<file path="src/rtl/pc_gen.sv">
// Purpose : fetch program counter; picks next s1a address (trap > jalr > jump/branch > sequential)
//           and drives the wrong-path flush, link address and misaligned-target pulse.
// Latency : 1 edge from a stage-3 redirect request to new PC, redirect pulse and do_flush.
// Backpressure: stall freezes every register; redirect requesters must hold their inputs until stall drops.
//
// Ports:
//   clock, reset              rising-edge clock, synchronous active-high reset
//   stall                     freeze all state
//   valid, jump, jalr         stage-3 redirect request qualifiers
//   s3_instruction_addr       PC of the stage-3 instruction
//   jump_offset, jalr_target  jump immediate / jalr rs1+imm sum
//   s1a_instruction_addr      current fetch address
//   link_addr                 s3_instruction_addr+4 of the last accepted jump/jalr
//   do_flush                  kill wrong-path instructions in s1a..s2
//   redirect                  1-cycle pulse after an accepted redirect
//   misaligned_fault          1-cycle pulse after a rejected misaligned jump/jalr target
// Optional feature macro PC_GEN_TRAP_EN adds trap / trap_vector (highest priority, no valid needed).

`ifndef BOOT_ADDRESS
`define BOOT_ADDRESS 32'h0000_1000
`endif

module pc_gen #(
   parameter int unsigned       XLEN         = 32,
   parameter logic [XLEN-1:0]   BOOT_ADDRESS = `BOOT_ADDRESS,
   parameter int unsigned       FLUSH_CYCLES = 2,
   parameter int unsigned       STEP         = 4
) (
   input  logic            clock,
   input  logic            reset,
   input  logic            stall,
   input  logic            valid,
   input  logic            jump,
   input  logic            jalr,
   input  logic [XLEN-1:0] s3_instruction_addr,
   input  logic [XLEN-1:0] jump_offset,
   input  logic [XLEN-1:0] jalr_target,
`ifdef PC_GEN_TRAP_EN
   input  logic            trap,
   input  logic [XLEN-1:0] trap_vector,
`endif
   output logic [XLEN-1:0] s1a_instruction_addr,
   output logic [XLEN-1:0] link_addr,
   output logic            do_flush,
   output logic            redirect,
   output logic            misaligned_fault
);

   typedef enum logic {IDLE, FLUSHING} flush_state_t;

   flush_state_t    state_q, state_d;
   logic [3:0]      count_q, count_d;
   logic [XLEN-1:0] pc_q, link_q;
   logic            flush_q, redirect_q, fault_q;

   logic [XLEN-1:0] seq_pc, target, next_pc;
   logic            take_req, is_trap, misaligned, accept;

   assign seq_pc = pc_q + XLEN'(STEP);

   // Target selection in priority order. take_req marks a non-sequential request.
   always_comb begin
      target   = seq_pc;
      take_req = 1'b0;
      is_trap  = 1'b0;
`ifdef PC_GEN_TRAP_EN
      if (trap) begin
         target   = trap_vector & ~XLEN'(3);
         take_req = 1'b1;
         is_trap  = 1'b1;
      end else
`endif
      if (valid && jalr) begin
         target   = jalr_target & ~XLEN'(1);
         take_req = 1'b1;
      end else if (valid && jump) begin
         target   = s3_instruction_addr + jump_offset;
         take_req = 1'b1;
      end
   end

   // A jump/jalr target with bit 1 set is dropped; fetch simply continues sequentially.
   assign misaligned = take_req && !is_trap && target[1];
   assign accept     = take_req && !misaligned;
   assign next_pc    = accept ? target : seq_pc;

   // Flush FSM next state: any accepted redirect (re)loads the counter.
   always_comb begin
      state_d = state_q;
      count_d = count_q;
      if (accept) begin
         state_d = FLUSHING;
         count_d = 4'(FLUSH_CYCLES);
      end else if (state_q == FLUSHING) begin
         if (count_q == 4'd1) begin
            state_d = IDLE;
            count_d = 4'd0;
         end else begin
            count_d = count_q - 4'd1;
         end
      end
   end

   always_ff @(posedge clock) begin
      if (reset) begin
         pc_q       <= BOOT_ADDRESS;
         link_q     <= '0;
         state_q    <= IDLE;
         count_q    <= 4'd0;
         flush_q    <= 1'b0;
         redirect_q <= 1'b0;
         fault_q    <= 1'b0;
      end else if (!stall) begin
         pc_q       <= next_pc;
         if (accept && !is_trap) begin
            link_q <= s3_instruction_addr + XLEN'(4);
         end
         state_q    <= state_d;
         count_q    <= count_d;
         // Registered copy of the FSM state so do_flush is a clean flop output.
         flush_q    <= (state_d == FLUSHING);
         redirect_q <= accept;
         fault_q    <= misaligned;
      end
   end

   assign s1a_instruction_addr = pc_q;
   assign link_addr            = link_q;
   assign do_flush             = flush_q;
   assign redirect             = redirect_q;
   assign misaligned_fault     = fault_q;

endmodule

</file>
<file path="config.mk">
export PLATFORM = sky130hd
export DESIGN_NAME = pc_gen
export DESIGN_NICKNAME = d
export VERILOG_FILES = /design/src/rtl/pc_gen.sv
export SDC_FILE = /design/constraint.sdc
export NUM_CORES = 1
export LEC_CHECK = 0
export ABC_AREA = 1
export CAP_MARGIN = 30
export CORE_AREA = 2 2 140 142
export CTS_BUF_LIST = sky130_fd_sc_hd__clkbuf_8
export CTS_CLUSTER_DIAMETER = 40
export DETAILED_ROUTE_END_ITERATION = 8
export DIE_AREA = 0 0 142 144
export SETUP_SLACK_MARGIN = 0.5
export SLEW_MARGIN = 20
export SYNTH_ARGS = -nofsm -noshare
export SYNTH_HDL_FRONTEND = slang
export SYNTH_SLANG_ARGS = --single-unit
</file>
<file path="constraint.sdc">
create_clock -name clock -period 2.58 [get_ports clock]
set_input_delay 0.516 -clock clock [delete_from_list [all_inputs] [get_ports clock]]
set_output_delay 0.516 -clock clock [all_outputs]
set_load 0.01 [all_outputs]
</file>
==> results.yml <==
logic_synthesis:
  syn_inst: 1234
  synthesis.nets: 1372
  syn_avg_cell_area_um2: 5.735
  synth.most_common_cell: "nand2_1"
  yosysSeqAreaShare_pct: 20.08
  synth.largest_area_cell: "nand2_1"
  ys_top_cells_by_count: "nand2_1 (414), inv_1 (181), a21oi_1 (92)"
  synth_top_area_share_pct: 21.96
  ys_ff_latch: 71
  async_reset_ff_share_pct: 0
  yosys.cell_types.count: 51
  syn_area_um2: 7077
  synth_edf_count: 0
  ys_warn_count: 0
  synth_area_leaders: "nand2_1 (22%), dfxtp_1 (20%), inv_1 (9.6%)"
  synth-main-ff-cell: "dfxtp_1"
critical_path:
  critPathRequiredTime_ns: 2.91
  cp_max_fo: 7
  critPathLaunchType: "input port"
  r2r-start: "s1a_instruction_addr[2]"
  worst_setup_path_end_kind: "flop"
  cp-startpoint: "s3_instruction_addr[0]"
  critPathKind: "input port to flop"
  critPathArrivalTime_ns: 2.39
sta:
  hold_violations: 0
  period_share_pct: 79.66
  clock_skew_ns: 0.01613
  rsz0062_at_grt: "true"
  fin_crit_ns: 2.055
  max_freq_mhz: 486.6
  slew_headroom_pct: 70.15
  worst_pin_slew_ns: 0.4441
  setup_viol: 0
  drv_slew: 0
layout:
  diodes: 0
  drive_gt1_share_pct: 21.03
  syn2layout_area_growth_pct: 54.68
  fin_util_pct: 57.37
  fillers: 1916
  nets: 1650
pwr:
  p_leak_nw: 5.298
  powerDensity_nw_per_um2: 360.2
  ir_drop_uv: 222.4
  p_total_mw: 3.944
die:
  start_util_pct: 37.09
  ios: 169
  num_rows: 51
  die_area_um2: 20450
  die_w_um: 142
  core-area_um2: 19080
  die_y_um: 144
clock_network:
  cts.sinks: 71
  numCtsBuffers: 9
  clockBufferDepth: 2
  h-tree-depth: 3
  cts.clk_slew.worst_paths_ns: 0.09
  cts_tree: "yes"
  clock_latency_ns: 0.39
  postCtsHoldBufs: 0
  cts-root-buf: "clkbuf_8"
global_route:
  overflow: 0
  track_usage_pct: 26.47
  grt_pass1_wl_mm: 42.14
  grt_max_degree: 52
  grt_pass1_vias: 7967
  antenna_found_initial: 0
routing:
  drtAntennaViolNets: 0
  num_vias: 8584
  drc: 0
  avgViaCountPerCell: 4.891
  dr.pass1.iters: 6
  totalWireLength_mm: 26.93
  first_iter_violations: 496
  post_drt_wl_per_cell_um: 15.34
min_path:
  worstHoldPathType: "input port to flop"
  holdCritStartpoint: "s3_instruction_addr[0]"
run:
  cap_violations: 0
placement:
  placement.io_buffers: 167
  hpwlAfterDp_mm: 21.27
  gp_congestion: 0.9364
status:
  status: "finished, final reports clean"
## kinds of logic after synthesis
group,after synthesis,share of synthesized area [%]
flops,71,20.08
compound gates,187,14.14
simple gates,693,43.62
buf+inv,214,11.56
xor+xnor,32,3.960
fa+ha+maj,36,6.471
mux,1,0.1591
## area by class of cell
class,count,area [µm²],area share (%)
inverter,187,711.9,6.504
multi-input combinational,949,5608,51.23
sequential,71,1421,12.98
clock inverter,7,95.09,0.8687
tap,238,297.8,2.720
clock buffer,9,123.9,1.132
timing repair buffer,294,2689,24.56
## worst max-delay path: stages
cell and delay, ns:
buf_8 0.10, ha_4 0.16, fa_2 0.46, nand2_2 0.09
nand2_2 0.07, nor2_4 0.25, nand2_8 0.14, nor2_4 0.25
o21ai_1 0.10, a21oi_1 0.15, a21oi_1 0.06, inv_1 0.05
## repair_timing
item,4_1_cts,5_1_grt
gates resized for setup,117,96
cloned,1,0
pin swaps,18,37
endpoints found under the setup margin,70,57
buffers inserted,6,9
## power by group
part	switching [mW]	internal [mW]
clock network	0.519	0.549
logic	0.855	0.772
registers	0.0781	1.17
total	1.45	2.49
## state kept, by name (all words and copies together), names as in the netlist
signal                cells
misaligned_fault          1
count_q                   4
s1a_instruction_addr     32
link_addr                32
redirect                  1
do_flush                  1
## per-layer routing
metal	share of wire, %	global-route usage [%]
met4	1.1	5.263
met5	0	0
met1	48	36.65
met3	5.1	3.974
met2	46	43.91
## final timing paths
path,endpoint,slack [ns],depth (start not counted)
worst max register to register,s1a_instruction_addr[26],0.63,9
worst min-delay path,link_addr[0],0.39,3
worst min register to register,s1a_instruction_addr[1],0.45,2
worst max-delay path,link_addr[24],0.52,12
## through the flow
step | hold WS (ns) | setup TNS [ns] | worst slack (ns) | cell area (µm²) | cells
after floorplan | 0.4618 | 0 | 0.5085 | 7118 | 1234
after detailed placement | 0.4296 | -12.26 | -0.2943 | 9826 | 1723
after global routing | 0.4098 | 0 | 0.4572 | 10950 | 1755
after global placement | 0.4272 | -10.60 | -0.2746 | 9826 | 1723
after CTS | 0.4454 | 0 | 0.4445 | 10570 | 1746
final | 0.3884 | 0 | 0.5247 | 10950 | 1755
## layout by cell type (no fill, tap or decap), types with 6 or more instances in the layout
cell,count
a21oi_1,80
a21oi_2,14
buf_4,121
clkbuf_8,9
clkdlybuf4s50_1,113
dfxtp_1,71
dlygate4sd2_1,29
dlymetal6s2s_1,19
ha_4,30
inv_1,180
inv_2,6
nand2_1,385
nand2_2,29
nand2_4,7
nand3_1,76
nand3_2,13
nand3b_1,11
nand4_1,11
nor2_1,73
nor2_2,19
nor2_4,11
nor3_1,8
nor3_2,9
o211ai_1,8
o21ai_0,64
or2_0,6
or2_2,12
xnor2_1,10
xor2_1,22
(Power assumes the default switching activity.)
